$ cat src/rtl/alu_ctrl_seq.sv
// ----------------------------------------------------------------------------
// alu_ctrl_seq : registered ALU control decoder with valid/ready handshake and
//                optional one-bit-per-cycle shift sequencing.
// Revision     : 1.0 - initial release
// ----------------------------------------------------------------------------
`default_nettype none

module alu_ctrl_seq #(
    parameter int FUNCT_W    = 6,
    parameter int ALUOP_W    = 3,
    parameter int SEL_W      = 4,
    parameter int SHAMT_W    = 5,
    parameter int ITER_SHIFT = 1
) (
    input  logic               clk,
    input  logic               rst,
    input  logic               in_valid,
    output logic               in_ready,
    input  logic [FUNCT_W-1:0] funct,
    input  logic [ALUOP_W-1:0] aluOp,
    input  logic [SHAMT_W-1:0] shamt,
    output logic               aluSrc,
    output logic [SEL_W-1:0]   aluSel,
    output logic               out_valid,
    output logic               step_en,
    output logic               busy,
    output logic               illegal
);

    typedef enum logic [0:0] {
        IDLE  = 1'b0,
        SHIFT = 1'b1
    } state_t;

    state_t             state;
    logic [SHAMT_W-1:0] cnt;

    logic       dec_src;
    logic [3:0] dec_sel;
    logic       dec_ill;
    logic       funct_ok;
    logic       op_ok;
    logic       is_shift;
    logic       go_iter;
    logic       accept;

    assign in_ready = (state == IDLE) & ~rst;
    assign accept   = in_valid & in_ready;

    // Upper field bits beyond the architected width must be zero to map.
    assign funct_ok = ((funct >> 6) == '0);
    assign op_ok    = ((aluOp >> 3) == '0);

    always_comb begin
        dec_src = 1'b1;
        dec_sel = 4'h8;
        dec_ill = 1'b0;
        if (op_ok) begin
            case (aluOp[2:0])
                3'd0: begin
                    if (funct_ok && (funct[5:0] <= 6'd10)) begin
                        case (funct[5:0])
                            6'd0:    begin dec_src = 1'b0; dec_sel = 4'h0; end
                            6'd1:    begin dec_src = 1'b0; dec_sel = 4'h1; end
                            6'd2:    begin dec_src = 1'b0; dec_sel = 4'h2; end
                            6'd3:    begin dec_src = 1'b0; dec_sel = 4'h3; end
                            6'd4:    begin dec_src = 1'b1; dec_sel = 4'h4; end
                            6'd5:    begin dec_src = 1'b1; dec_sel = 4'h5; end
                            6'd6:    begin dec_src = 1'b0; dec_sel = 4'h4; end
                            6'd7:    begin dec_src = 1'b0; dec_sel = 4'h5; end
                            6'd8:    begin dec_src = 1'b1; dec_sel = 4'h6; end
                            6'd9:    begin dec_src = 1'b0; dec_sel = 4'h6; end
                            default: begin dec_src = 1'b0; dec_sel = 4'h9; end
                        endcase
                    end else begin
                        dec_src = 1'b1;
                        dec_sel = 4'hF;
                        dec_ill = 1'b1;
                    end
                end
                3'd2:    begin dec_src = 1'b1; dec_sel = 4'h1; end
                3'd3:    begin dec_src = 1'b1; dec_sel = 4'h0; end
                3'd4:    begin dec_src = 1'b1; dec_sel = 4'h0; end
                default: begin dec_src = 1'b1; dec_sel = 4'h8; end
            endcase
        end
    end

    assign is_shift = op_ok && (aluOp[2:0] == 3'd0) && !dec_ill &&
                      ((dec_sel == 4'h4) || (dec_sel == 4'h5) || (dec_sel == 4'h6));
    assign go_iter  = (ITER_SHIFT != 0) && is_shift && (shamt != '0);

    always_ff @(posedge clk) begin
        if (rst) begin
            state     <= IDLE;
            cnt       <= '0;
            aluSrc    <= 1'b0;
            aluSel    <= '0;
            illegal   <= 1'b0;
            out_valid <= 1'b0;
            step_en   <= 1'b0;
            busy      <= 1'b0;
        end else begin
            case (state)
                IDLE: begin
                    out_valid <= 1'b0;
                    step_en   <= 1'b0;
                    busy      <= 1'b0;
                    if (accept) begin
                        aluSrc  <= dec_src;
                        aluSel  <= SEL_W'(dec_sel);
                        illegal <= dec_ill;
                        if (go_iter) begin
                            state     <= SHIFT;
                            cnt       <= shamt;
                            step_en   <= 1'b1;
                            busy      <= 1'b1;
                            out_valid <= (shamt == SHAMT_W'(1));
                        end else begin
                            out_valid <= 1'b1;
                        end
                    end
                end
                SHIFT: begin
                    // Counter shows the steps still to run, including this one.
                    if (cnt == SHAMT_W'(1)) begin
                        state     <= IDLE;
                        cnt       <= '0;
                        step_en   <= 1'b0;
                        busy      <= 1'b0;
                        out_valid <= 1'b0;
                    end else begin
                        cnt       <= cnt - SHAMT_W'(1);
                        step_en   <= 1'b1;
                        busy      <= 1'b1;
                        out_valid <= (cnt == SHAMT_W'(2));
                    end
                end
                default: begin
                    state <= IDLE;
                end
            endcase
        end
    end

endmodule

`default_nettype wire

$ cat config.mk
export PLATFORM = sky130hd
export DESIGN_NAME = alu_ctrl_seq
export DESIGN_NICKNAME = d
export VERILOG_FILES = /design/src/rtl/alu_ctrl_seq.sv
export SDC_FILE = /design/constraint.sdc
export NUM_CORES = 1
export LEC_CHECK = 0
export CAP_MARGIN = 30
export CORE_MARGIN = 8
export CORE_UTILIZATION = 25
export DETAILED_ROUTE_END_ITERATION = 16
export GPL_TIMING_DRIVEN = 1
export HOLD_SLACK_MARGIN = 0.03
export PLACE_DENSITY = 0.54
export SYNTH_ARGS = -nofsm -noshare
export SYNTH_HDL_FRONTEND = slang
export SYNTH_SLANG_ARGS = --single-unit
$ cat constraint.sdc
create_clock -name clk -period 4 [get_ports clk]
set_input_delay 0.8 -clock clk [delete_from_list [all_inputs] [get_ports clk]]
set_output_delay 0.8 -clock clk [all_outputs]
set_load 0.03 [all_outputs]
* After elaboration in Yosys (flattened, before gate mapping) *
Memory sizes are Yosys's and may differ from the RTL's.
Cells that the tools add are included.
Widths: inputs -> output; s select.

storage, ports and cells
  register bits after elaboration = 13
  bits in read-only memories = 80
  input port bits = 17
  output and inout bits = 10
  word-level logic and storage cells = 55
  memories kept = 1

memory list
  name             depth  width  rd ports  clocked after Yosys merged registers in  write ports  line  source
  (no name shown)  16     5      1         0                                        0            62    case (funct[5:0])

operators by class
  add/subtract/negate cells = 1
  order comparisons = 1
  equality and inequality tests = 11
  multiplexer cells = 19
  bitwise logic cells = 4
  reduce and logical (&&, ||, !) cells = 12

operators with widths
  cell                 number
  $mux 5               4
  $eq 4x3->1 const B   3
  $pmux 4 s3           1
  $eq 5x1->1 const B   2
  $mux 1               10
  $pmux 5 s2           1
  $eq 3x2->1 const B   2
  $le 6x4->1 const B   1
  $eq 5x2->1 const B   1
  $reduce_bool 5->1    1
  $sub 5x1->5 const B  1
  $mux 4               1
  $ne 2x2->1 const B   2
  $pmux 1 s2           2
  $reduce_and 2->1     2
  $eq 3x3->1 const B   1
  $logic_and 1x1->1    3
  $logic_not 3->1      1
  $and 1x1->1          2
  $logic_not 2->1      1
  $logic_or 1x1->1     2
  $not 1->1            2
  $reduce_or 2->1      1
  $logic_not 1->1      1

* Depth between registers and ports, before layout *
Gate-level depths: netlist of run 1.

  word-level depth = 12
  mapped depth = 6
  depth with buffers taken out = 6

* Least setup slack after synthesis of run 1 *
OpenSTA, ideal clock, no wires.

  kind = in2out
  start point = input rst
  end point = output in_ready
  arrival time = 1.482 ns
  data required time = 3.200 ns
  slack = 1.718 ns
  stages = 2
  path buffers = 1
  cells stage by stage = clkbuf_1 nor2_1

between the ends
  word-level cells in the longest chain between the ends = 2

ends and longest elaborated chain
  item                line  source
  start: declaration  16    input logic rst,
  $not 1->1           47    assign in_ready = (state == IDLE) & ~rst;
  $and 1x1->1         47
  end: declaration    18    output logic in_ready,

Every way passes these cells.

* Final worst setup path of run 1 *
Ends and elaborated chain as after synthesis.

==> results.md, run 1 <==
- Clock sinks: 13
- Area leader, netlist: dfxtp_1
- Global Route Usage Sum: 0.0901
- Fin cells: 174
- Share of post-route cells with drive strength above 1: 0.102
- Drt initial violations: 51
- DRT antenna net count: 0
- Worst Setup SP: rst
- R2R Setup Slk: ~2300 ps
- # placed instances: 170
- # Post-CTS Setup Buffers: 0
- Static leakage: roughly 0.39 nW
- Die footprint: about 5400 um^2
- Slew @ Worst Pin: just under 400 ps
- Initial antenna violation count: 0
- Routed WL: approximately 2.2 mm
- Hold depth: 2
- Fin Setup TNS: 0 ps
- TritonCTS Buffers: 3
- Worst r2r path cells: 6
- Worst-path clk slew: 80 ps
- Most frequent cells in the layout: clkdlybuf4s50_1, dfxtp_1, o21ai_0
- Switching pwr: 0.0779 mW
- Commonest non-fill, non-tap cell in the layout: clkdlybuf4s50_1
- Net count, final: about 150
- Via Count: 854
- Die width: ~73 um
- Critical path required time: ~3200 ps
- Placer Congestion: roughly 0.78
- Area of the mapped netlist: 823 um^2
- Final period demand of the worst path: 3120 ps
- Largest net degree at the start of global routing: 12
- Post-synthesis sequential area ratio: 0.316
- Largest fanout on the critical path: 11
- Final setup fails: 0
- VDD IR max: 0.114 mV
- I/O Pins: 27
- Cell Int Power: 0.205 mW
- Fin. Hold Viols: 0
- RSZ-0062 raised after global routing: false
- Max-cap violations: 0
- Port-buffer cells: 26
- Sequential share of power: 0.482
- Power per Cell Area: 246 nW/um^2
- Number of diodes: 0
- WL/cell: between 10 and 15 um
- DR pass1 iterations: 4
- Clk pwr share: 0.282
- Vias per cell: 4.91
- CTS tree: done
- Chip height: approximately 73 um
- Residual DRC: 0
- Syn. warnings: 0
- Post-synth EDFFs: 0
- Core area: approximately 3300 um^2
- RR Startpoint: cnt[1]
- Async set-reset flop share out of synthesis: 0
- Root buf cell: clkbuf_4
- Maximum clock path buffer count: 2
- Setup CP Type: in -> out
- Initial Util: 0.253
- Clk Latency, worst-skew pair: 270 ps
- Yosys top cell area share: 0.316
- Setup Skew: 2.25 ps
- Site row count: 21
- Vias in the first global route: between 800 and 900
- Outcome: finished clean
- First-pass GRT wire length: 3.76 mm
- Sw Ratio: 0.275
- Logic pwr share: 0.236
- Period utilisation layout: 0.780
- CP Launch Type: input port
- Syn avg cell area: ~8.2 um^2
- CP Capture Type: output port
- Fmax: approximately 320 MHz
- Critical path arrival: around 2300 ps
- Hold Path Class: reg -> reg
- # hold bufs at CTS: 0
- Commonest register cell after synthesis: dfxtp_1
- Mapped Cells: 100
- Synth unique cells: 37
- Overall power: 0.283 mW
- Rel. slew slack: 0.737
- Post_cts resized: 0
- Top cells by area, synth: dfxtp_1, o21ai_0, a21oi_1
- DP Wirelength: 1.84 mm
- Syn_nets: 120
- FF+latch count, synth: 13
- FF-to-FF End: cnt[1]
- Pins Over Slew Limit: 0
- Area grow syn2layout: 40.0%
- Depth of the CTS H-tree: 1
- Global route overflow: 0
- Crit path to: in_ready
==> worst min-delay path by stage <==
stage	start	to
6_report	aluSrc	aluSrc
5_1_grt	aluSrc	aluSrc
4_1_cts	aluSrc	aluSrc
3_5_place_dp	aluSrc	aluSrc
3_3_place_gp	aluSrc	aluSrc
2_1_floorplan	cnt[2]	cnt[2]
==> area by class of cell <==
type / count / area, um^2
inverters: 8 / 30.0
multi-input cells: 76 / 510
clock buffers: 4 / 26.3
fillers: 362 / 2110
well taps: 46 / 57.6
flip-flops and latches: 13 / 260
repair buffers: 27 / 268
==> state kept, by name, summed over array words and instances, names as in the netlist <==
| name | cells |
|---|---|
| out_valid | 1 |
| cnt | 5 |
| illegal | 1 |
| state | 1 |
| aluSel | 4 |
| aluSrc | 1 |
==> per-layer routing <==
layer / track usage / up-vias / part of all wire
met5: 0 / - / 0
met1: 0.0968 / 388 / 0.44
met2: 0.147 / 34 / 0.47
met4: 0.0466 / 0 / 0.013
met3: 0.0382 / 4 / 0.086
li1: - / 428 / -
==> cells by family after synthesis <==
logic type	synth area share
adder cells (fa/ha/maj)	0.0456
buffers and inverters	0.0638
XOR/XNOR	0.0213
AO/OA/AOI/OAI	0.299
flip-flops	0.316
AND/OR/NAND/NOR	0.254
==> per-stage QoR <==
step | worst slack (ps) | instance area [um^2] | hold slack [ps] | utilization
floorplan | 1720 | 823 | 503 | -
global placement | 889 | 1130 | 442 | 0.346
detailed placement | 875 | 1130 | 449 | 0.346
CTS | 861 | 1150 | 460 | 0.354
global route | 808 | 1150 | 486 | 0.354
finish | 879 | 1150 | 458 | 0.354
==> power by group through the flow <==
stage | sequential (mW) | combinational, mW | clock (mW)
6_report | 0.136 | 0.0667 | 0.0799
2_1_floorplan | 0.148 | 0.0223 | 0
3_5_place_dp | 0.139 | 0.0674 | 0
3_3_place_gp | 0.140 | 0.0670 | 0
5_1_grt | 0.137 | 0.0723 | 0.0934
4_1_cts | 0.137 | 0.0675 | 0.0838
==> cells in the mapped netlist, types with 2 or more instances <==
master,number
a21oi_1,9
a221oi_1,2
a2bb2oi_1,2
a31oi_1,2
dfxtp_1,13
ha_1,3
inv_1,8
nand2_1,8
nand3_1,4
nor2_1,5
nor3_1,4
nor3b_1,3
o211ai_1,3
o21ai_0,10
xnor2_1,2
==> worst max-delay path: stages <==
cell and delay, ps:
clkdlybuf4s50_1 400, buf_4 170, nor2_1 210, clkdlybuf4s50_1 730
Power figures use the tool's default switching activity.
==> inputs of run 2 (changes only) <==
==> constraint.sdc (replaced) <==
create_clock -name clk -period 3.25 [get_ports clk]
set_input_delay 0.65 -clock clk [delete_from_list [all_inputs] [get_ports clk]]
set_output_delay 0.65 -clock clk [all_outputs]
set_load 0.03 [all_outputs]
==> results.md, run 2 (same netlist as run 1, synthesis figures left out) <==
- Initial antenna violation count: 0 (unchanged)
- Power per Cell Area: 305 nW/um^2 (+24%)
- Overall power: 0.352 mW (+24%)
- CP Launch Type: input port
- Hold Path Class: reg -> reg
- Area grow syn2layout: 40.0% (unchanged)
- I/O Pins: 27 (unchanged)
- Global Route Usage Sum: 0.0850 (-0.00508)
- CP dominant cell by count: clkdlybuf4s50_1
- Largest fanout on the critical path: 4 (-7)
- Worst-path clk slew: 80 ps (about the same)
- Most frequent cells in the layout: clkdlybuf4s50_1, dfxtp_1, o21ai_0
- Setup Skew: 1.55 ps (-0.702 ps)
- Root buf cell: clkbuf_4
- Critical path arrival: 2060 ps (-260 ps)
- Post_cts resized: 0 (unchanged)
- TritonCTS Buffers: 3 (unchanged)
- # hold bufs at CTS: 0 (unchanged)
- # Post-CTS Setup Buffers: 0 (unchanged)
- Global route overflow: 0 (unchanged)
- Chip height: 73.4 um (unchanged)
- Core area: 3260 um^2 (unchanged)
- Critical path required time: 2600 ps (-600 ps)
- CP Capture Type: output port
- Max incr delay on CP: 740 ps (about the same)
- Sequential share of power: 0.478 (-0.004)
- DR pass1 iterations: 4 (unchanged)
- Depth of the CTS H-tree: 1 (unchanged)
- Clk pwr share: 0.287 (+0.005)
- Clk Latency, worst-skew pair: 270 ps (about the same)
- Largest register FFs: 5 (unchanged)
- Largest register by flop count: cnt
- First-pass GRT wire length: 3.73 mm (-0.90%)
- Residual DRC: 0 (unchanged)
- Fmax: 369 MHz
- Number of diodes: 0 (unchanged)
- Max-cap violations: 0 (unchanged)
- CP cell instances: clkdlybuf4s50_1, nor2_1, clkdlybuf4s50_1
- Die footprint: 5390 um^2 (unchanged)
- Vias per cell: 4.90 (-0.12%)
- Maximum clock path buffer count: 2 (unchanged)
- Slew @ Worst Pin: 408 ps (+14.3 ps)
- VDD IR max: 0.0903 mV (-21%)
- Largest regs: cnt: 5 flops, aluSel: 4 flops
- Die width: 73.4 um (unchanged)
- CTS tree: done
- Net count, final: 149 (unchanged)
- Placer Congestion: 0.807 (+3.2%)
- WL/cell: 13.1 um (+1.3%)
- Port-buffer cells: 26 (unchanged)
- Initial Util: 0.253 (unchanged)
- Static leakage: 0.391 nW (unchanged)
- Drt initial violations: 74 (+45%)
- Outcome: finished clean
- Cell Int Power: 0.253 mW (+23%)
- Routed WL: 2.27 mm (+1.3%)
- Vias in the first global route: 863 (+2.3%)
- Pins Over Slew Limit: 0 (unchanged)
- Switching pwr: 0.0994 mW (+28%)
- Site row count: 21 (unchanged)
- RSZ-0062 raised after global routing: false
- Rel. slew slack: 0.727 (-0.00946)
- Crit path buffers/inverters: 2 (-1)
- Fin. Hold Viols: 0 (unchanged)
- Slowest library cell on the worst path: clkdlybuf4s50_1
- Share of post-route cells with drive strength above 1: 0.102 (unchanged)
- Final setup fails: 0 (unchanged)
- R2R Setup Slk: 1570 ps (-750 ps)
- Final period demand of the worst path: roughly 2700 ps
- Clock sinks: 13 (unchanged)
- Fin Setup TNS: 0 ps (unchanged)
- DP Wirelength: 1.83 mm (-0.99%)
- Sw Ratio: 0.283 (+0.00737)
- Commonest non-fill, non-tap cell in the layout: clkdlybuf4s50_1
- Family with the most delay on the worst path: buffers and inverters
- Largest net degree at the start of global routing: 11 (-1)
- Via Count: 853 (-0.12%)
- Logic pwr share: 0.235 (about the same)
- DRT antenna net count: 0 (unchanged)
- Setup CP Type: in -> out
- Period utilisation layout: 0.835
-- run 2: cell counts in the layout (fill, tap and decap cells not counted) --
Identical to the previous run, type by type.
-- run 2: per-layer routing --
| metal | global-route usage | vias up | routed length (um) |
|---|---|---|---|
| li1 | - | 426 | - |
| met1 | 0.0975 | 392 | 1000 |
| met2 | 0.141 | 31 | 1070 |
| met3 | 0.0273 | 4 | 171 |
| met4 | 0.0355 | 0 | 31 |
| met5 | 0 | - | 0 |
-- run 2: through the flow --
step	cells	worst slack (ps)	utilization	cell area, um^2	hold slack [ps]
final	174	537	0.354	1150	467
after global routing	174	452	0.354	1150	496
after CTS	174	510	0.354	1150	472
after detailed placement	170	523	0.346	1130	461
after global placement	170	519	0.346	1130	441
after floorplan	100	1160	-	823	503
-- run 2: final timing paths --
check                  end  depth (start not counted)    from
hold reg to reg     aluSrc                          2  aluSrc
hold / removal      aluSrc                          2  aluSrc
setup reg to reg    cnt[1]                          5  cnt[0]
setup / recovery  in_ready                          3     rst
-- run 2: worst min-delay path: stages (launching register included) --
cell,delay [ps]
dfxtp_1,320
nand3_1,60
nand2_1,40
-- run 2: power groups by stage --
stage | combinational [mW] | sequential, mW | clock (mW)
after global placement | 0.0823 | 0.172 | 0
final | 0.0826 | 0.168 | 0.101
after global routing | 0.0890 | 0.169 | 0.113
after detailed placement | 0.0828 | 0.172 | 0
after CTS | 0.0832 | 0.168 | 0.104
after floorplan | 0.0275 | 0.182 | 0
-- run 2: cell type report --
| type | instances | area [um^2] |
|---|---|---|
| inverter | 8 | 30.0 |
| multi-input combinational | 76 | 510 |
| timing repair buffer | 27 | 268 |
| tap | 46 | 57.6 |
| sequential | 13 | 260 |
| clock buffer | 4 | 26.3 |
| fill | 373 | 2110 |
